<file path="src/rtl/stream_upsize_buf.sv">
`default_nettype none
// ============================================================================
//  Module      : stream_upsize_buf
//  Description : Packs T_DATA_RATIO narrow input beats into one wide output
//                word made of unpacked lanes, with a lane-valid keep mask.
//                Storage is one accumulator plus one output register. A group
//                closes on its last lane or on s_last_i.
//                Optional macro STREAM_UPSIZE_TIMEOUT_EN adds an idle counter
//                that flushes a partial group after TIMEOUT idle cycles.
//  Revision    : 1.0 - initial release
// ============================================================================
module stream_upsize_buf #(
  parameter int T_DATA_WIDTH = 32,
  parameter int T_DATA_RATIO = 4,
  parameter int TIMEOUT      = 16
) (
  input  logic                    clk,
  input  logic                    rst,
  input  logic [T_DATA_WIDTH-1:0] s_data_i,
  input  logic                    s_last_i,
  input  logic                    s_valid_i,
  output logic                    s_ready_o,
  output logic [T_DATA_WIDTH-1:0] m_data_o [T_DATA_RATIO],
  output logic [T_DATA_RATIO-1:0] m_keep_o,
  output logic                    m_last_o,
  output logic                    m_valid_o,
  input  logic                    m_ready_i
);

  localparam int CW = $clog2(T_DATA_RATIO + 1);  // holds a lane count 0..RATIO
  localparam int LW = $clog2(T_DATA_RATIO);      // lane index

  // Accumulator: lanes, number of filled lanes, and the pending-group flag
  logic [T_DATA_WIDTH-1:0] r_acc [T_DATA_RATIO];
  logic [CW-1:0]           r_cnt;
  logic                    r_acc_last;
  logic                    r_acc_full;

  // Output register
  logic [T_DATA_WIDTH-1:0] r_out_data [T_DATA_RATIO];
  logic [T_DATA_RATIO-1:0] r_out_keep;
  logic                    r_out_last;
  logic                    r_out_valid;

  logic                    w_accept;
  logic                    w_out_free;
  logic                    w_beat_done;
  logic                    w_flush;
  logic                    w_grp_valid;
  logic                    w_grp_last;
  logic [CW-1:0]           w_grp_cnt;
  logic [T_DATA_RATIO-1:0] w_grp_keep;
  logic [T_DATA_WIDTH-1:0] w_grp_data  [T_DATA_RATIO];
  logic [T_DATA_WIDTH-1:0] w_load_data [T_DATA_RATIO];

  // Ready depends only on local state, never on m_ready_i
  assign s_ready_o  = !rst && !r_acc_full;
  assign w_accept   = s_valid_i && s_ready_o;
  assign w_out_free = !r_out_valid || m_ready_i;
  assign w_beat_done = w_accept && (s_last_i || (r_cnt == CW'(T_DATA_RATIO - 1)));

  // Candidate group: accumulator contents merged with the beat being accepted
  always_comb begin
    w_grp_data = r_acc;
    if (w_accept) begin
      w_grp_data[r_cnt[LW-1:0]] = s_data_i;
    end
    w_grp_cnt   = w_accept ? (r_cnt + CW'(1)) : r_cnt;
    w_grp_last  = w_accept ? s_last_i : (r_acc_full && r_acc_last);
    w_grp_valid = r_acc_full || w_beat_done || w_flush;
    for (int k = 0; k < T_DATA_RATIO; k++) begin
      w_grp_keep[k]  = (CW'(k) < w_grp_cnt);
      w_load_data[k] = w_grp_keep[k] ? w_grp_data[k] : '0;
    end
  end

  // Accumulator: fill lanes, hold a completed group as pending, wrap the index
  always_ff @(posedge clk) begin
    if (rst) begin
      for (int k = 0; k < T_DATA_RATIO; k++) begin
        r_acc[k] <= '0;
      end
      r_cnt      <= '0;
      r_acc_last <= 1'b0;
      r_acc_full <= 1'b0;
    end else begin
      if (w_accept) begin
        r_acc <= w_grp_data;
      end
      if (w_grp_valid) begin
        if (w_out_free) begin
          r_cnt      <= '0;
          r_acc_full <= 1'b0;
          r_acc_last <= 1'b0;
        end else begin
          r_cnt      <= w_grp_cnt;
          r_acc_full <= 1'b1;
          r_acc_last <= w_grp_last;
        end
      end else if (w_accept) begin
        r_cnt <= w_grp_cnt;
      end
    end
  end

  // Output register: load a completed group when free, otherwise hold
  always_ff @(posedge clk) begin
    if (rst) begin
      for (int k = 0; k < T_DATA_RATIO; k++) begin
        r_out_data[k] <= '0;
      end
      r_out_keep  <= '0;
      r_out_last  <= 1'b0;
      r_out_valid <= 1'b0;
    end else if (w_grp_valid && w_out_free) begin
      r_out_data  <= w_load_data;
      r_out_keep  <= w_grp_keep;
      r_out_last  <= w_grp_last;
      r_out_valid <= 1'b1;
    end else if (m_ready_i) begin
      r_out_valid <= 1'b0;
    end
  end

`ifdef STREAM_UPSIZE_TIMEOUT_EN
  localparam int IW = $clog2(TIMEOUT + 1);

  logic [IW-1:0] r_idle;
  logic          w_idle;

  // A partial, non-pending group with no beat arriving is idling
  assign w_idle  = (r_cnt != '0) && !r_acc_full && !w_accept;
  assign w_flush = w_idle && (r_idle == IW'(TIMEOUT - 1));

  // Idle counter: the edge that would bring it to TIMEOUT flushes instead
  always_ff @(posedge clk) begin
    if (rst) begin
      r_idle <= '0;
    end else if (!w_idle || w_flush) begin
      r_idle <= '0;
    end else begin
      r_idle <= r_idle + IW'(1);
    end
  end
`else
  logic [31:0] w_unused_timeout;

  assign w_flush          = 1'b0;
  assign w_unused_timeout = TIMEOUT;
`endif

  assign m_data_o  = r_out_data;
  assign m_keep_o  = r_out_keep;
  assign m_last_o  = r_out_last;
  assign m_valid_o = r_out_valid;

endmodule
`default_nettype wire

</file>
<file path="config.mk">
export PLATFORM = sky130hd
export DESIGN_NAME = stream_upsize_buf
export DESIGN_NICKNAME = d
export VERILOG_FILES = /design/src/rtl/stream_upsize_buf.sv
export SDC_FILE = /design/constraint.sdc
export NUM_CORES = 1
export LEC_CHECK = 0
export CORE_ASPECT_RATIO = 0.75
export CORE_UTILIZATION = 45
export DETAILED_ROUTE_END_ITERATION = 10
export PLACE_DENSITY = 0.71
export SLEW_MARGIN = 5
export SYNTH_ARGS = -nofsm -noshare
export SYNTH_HDL_FRONTEND = slang
export SYNTH_SLANG_ARGS = --single-unit
</file>
<file path="constraint.sdc">
create_clock -name clk -period 2.6 [get_ports clk]
set_input_delay 0.52 -clock clk [delete_from_list [all_inputs] [get_ports clk]]
set_output_delay 0.52 -clock clk [all_outputs]
set_load 0.01 [all_outputs]
</file>
==> reports/metrics.csv <==
stage,metric,value,unit
synth,"area leader, netlist",dfxtp_1,
placed_design,gpl congestion,0.846,
synth,Synth top area share,0.603,
placed_design,port bufs,171,
finish,Final nets,1109,
timing,crit path time final,2.48,ns
placed_design,Final HPWL DP,15100,um
timing,Rel. slew slack,0.269,
hold_path,Hold Crit Depth,2,
timing,fin crit share,0.954,
clock_tree,clk slew on worst S/H paths,0.06,ns
critical_path,Worst Reg2Reg Path Length in Cells,8,
timing,Max Clock Skew,0.00900,ns
synth,"Seq/Total Area, Yosys",0.603,
clock_tree,htree depth,1,
timing,fin worst setup slack,0.121,ns
timing,Final Max Slew Viols,0,
critical_path,Setup CP Type,reg2out,
timing,hold_ws,0.460,ns
floorplan,# IOs,172,
floorplan,Die Area,20300,um2
floorplan,Core Area,19300,um2
placed_design,DP Area,11000,um2
critical_path,Reg-to-Reg End,m_data_o[100],
global_routing,first-pass GRT wire length,37000,um
synth,Main synth FF type,dfxtp_1,
synth,Synth Cell Area,8870,um2
synth,ys async rst share,0,
placed_design,dpl ws,0.127,ns
synth,"top cells by area, synth","dfxtp_1 (60%), a22o_1 (13%), nand2_1 (11%), a21oi_1 (7.6%), clkbuf_1 (2.3%)",
global_routing,initial antenna violation count,0,
clock_tree,CTS tree,done,
floorplan,initial core utilization,0.459,
critical_path,Crit Path Max Fanout,16,
drt,DRT Pass-1 Iters,5,
critical_path,R2R setup slack,0.23,ns
global_routing,"Remaining Overflow, GRT",0,
drt,Avg WL per Cell,17.8,um
critical_path,Worst Path Required,2.08,ns
critical_path,critical path launch point type,flip-flop,
hold_path,hold endpoint,r_acc[115],
critical_path,worst r2r src,r_cnt[0],
global_routing,pin count of the biggest net entering global routing,60,
drt,Via Count,7095,
finish,share of cells above drive strength 1,0.0759,
synth,Syn. warnings,0,
timing,FMAX,403,MHz
drt,post-route DRC violation count,0,
timing,RSZ-0062 raised after global routing,no,
timing,Setup-failing EPs final,0,
synth,Synth Register Bits,267,
synth,top-count cell post-synth,dfxtp_1,
clock_tree,Sink Count,267,
timing,Fin. Hold Viols,0,
clock_tree,clk_lat worst skew,0.52,ns
hold_path,HP Start,r_acc[115],
drt,drt initial violations,522,
drt,drt total wl,23700,um
synth,Mapped Cells,916,
finish,# diodes,0,
global_routing,vias in the first global route,6671,
pwr,PD cells,700,nW/um2
synth,post-synth cell types,28,
status,status,completed,
clock_tree,post_cts resized,0,
critical_path,Critical Path End Type,output pin,
synth,Commonest cells post-synth,"dfxtp_1 (267), nand2_1 (258), a21oi_1 (135)",
critical_path,worst path arrival time,1.96,ns
drt,Vias/cell,5.32,
timing,Least-Margin Pin Slew,1.09,ns
finish,cell area after layout,11800,um2
clock_tree,# hold bufs at CTS,0,
clock_tree,root buffer cell,clkbuf_16,
synth,Post-Syn Area per Cell,9.68,um2
floorplan,Die W,164,um
pwr,Tot Pwr,8.28,mW
finish,Layout area overhead,33.4,%
timing,setup TNS,0,ns
clock_tree,total CTS buffers,25,
synth,number of flops mapped to enable cells by yosys,0,
hold_path,min-delay worst type,reg2reg,
clock_tree,post-CTS setup buffers,0,
synth,syn_nets,958,
pwr,Max VDD drop,471,uV
pwr,Leakage Power,4.20,nW
floorplan,row cnt,44,
floorplan,Die Y,124,um
drt,Routed Antenna Nets,0,
global_routing,GRT Util Overall,0.233,
clock_tree,Max Root-Sink Buffers,3,
run,Max-Cap Viols,0,
-- how the worst max path moves through the flow --
stage,cells past startpoint,end,from
floorplan,7,m_data_o[65],r_cnt[0]
detailed placement,5,m_data_o[80],m_ready_i
finish,2,s_ready_o,r_acc_full
CTS,2,s_ready_o,r_acc_full
global placement,7,m_data_o[111],s_valid_i
global route,2,s_ready_o,r_acc_full
-- through the flow --
step	util	instances
6_report	0.612	1334
5_1_grt	0.612	1334
4_1_cts	0.612	1334
3_5_place_dp	0.570	1293
3_3_place_gp	0.570	1293
2_1_floorplan	-	916
-- critical path: stages (launching register included) --
cell and delay, ns:
dfxtp_1 0.83, nor2_1 0.11, clkdlybuf4s50_1 0.50
-- where the power goes --
part / leakage, nW / total (mW) / internal (mW) / switching [mW]
combinational: 1.63 / 0.433 / 0.161 / 0.272
sequential: 2.15 / 4.16 / 4.14 / 0.0196
clock: 0.408 / 3.69 / 2.20 / 1.49
-- area by class of cell --
type	count	area, um2
Multi-Input combinational cell	566	3300
Clock inverter	7	118
Inverter	5	18.8
Tap cell	253	317
Fill cell	1608	7490
Timing Repair Buffer	202	2030
Sequential cell	267	5350
Clock buffer	34	709
-- flip-flops by register name, summed over array words and instances, names as in the netlist --
register and count:
r_acc_last 1, r_acc 128, m_data_o 128, r_cnt 3
m_keep_o 4, m_last_o 1, m_valid_o 1, r_acc_full 1
-- metal layers --
layer	vias to the layer above	track usage	wire length, um	share of wire
met1	3369	0.332	11100	0.47
li1	3459	-	-	-
met3	30	0.0599	2060	0.087
met5	-	0	0	0
met2	237	0.354	10200	0.43
met4	0	0.0480	368	0.016
-- logic make-up (layout without fill, tap and decap cells) --
group           Yosys count  in the layout  synth area share
simple gates            283            283             0.131
compound gates          277            277             0.221
flops                   267            267             0.603
buf+inv                  83            248            0.0372
fa+ha+maj                 5              5           0.00705
xor+xnor                  1              1          0.000988
-- placed cells by master, fill, tap and decap left out, types with 4 or more instances in the layout --
master,n
ha_1,5
clkbuf_16,25
buf_12,7
inv_1,5
a22o_1,133
dfxtp_1,267
nor4bb_4,4
nand2_1,258
clkbuf_8,5
clkdlybuf4s50_1,170
clkbuf_1,4
buf_4,25
a21oi_1,134
nor3_1,4
nor2_1,4
No activity file was read; power rests on OpenSTA's default activity.
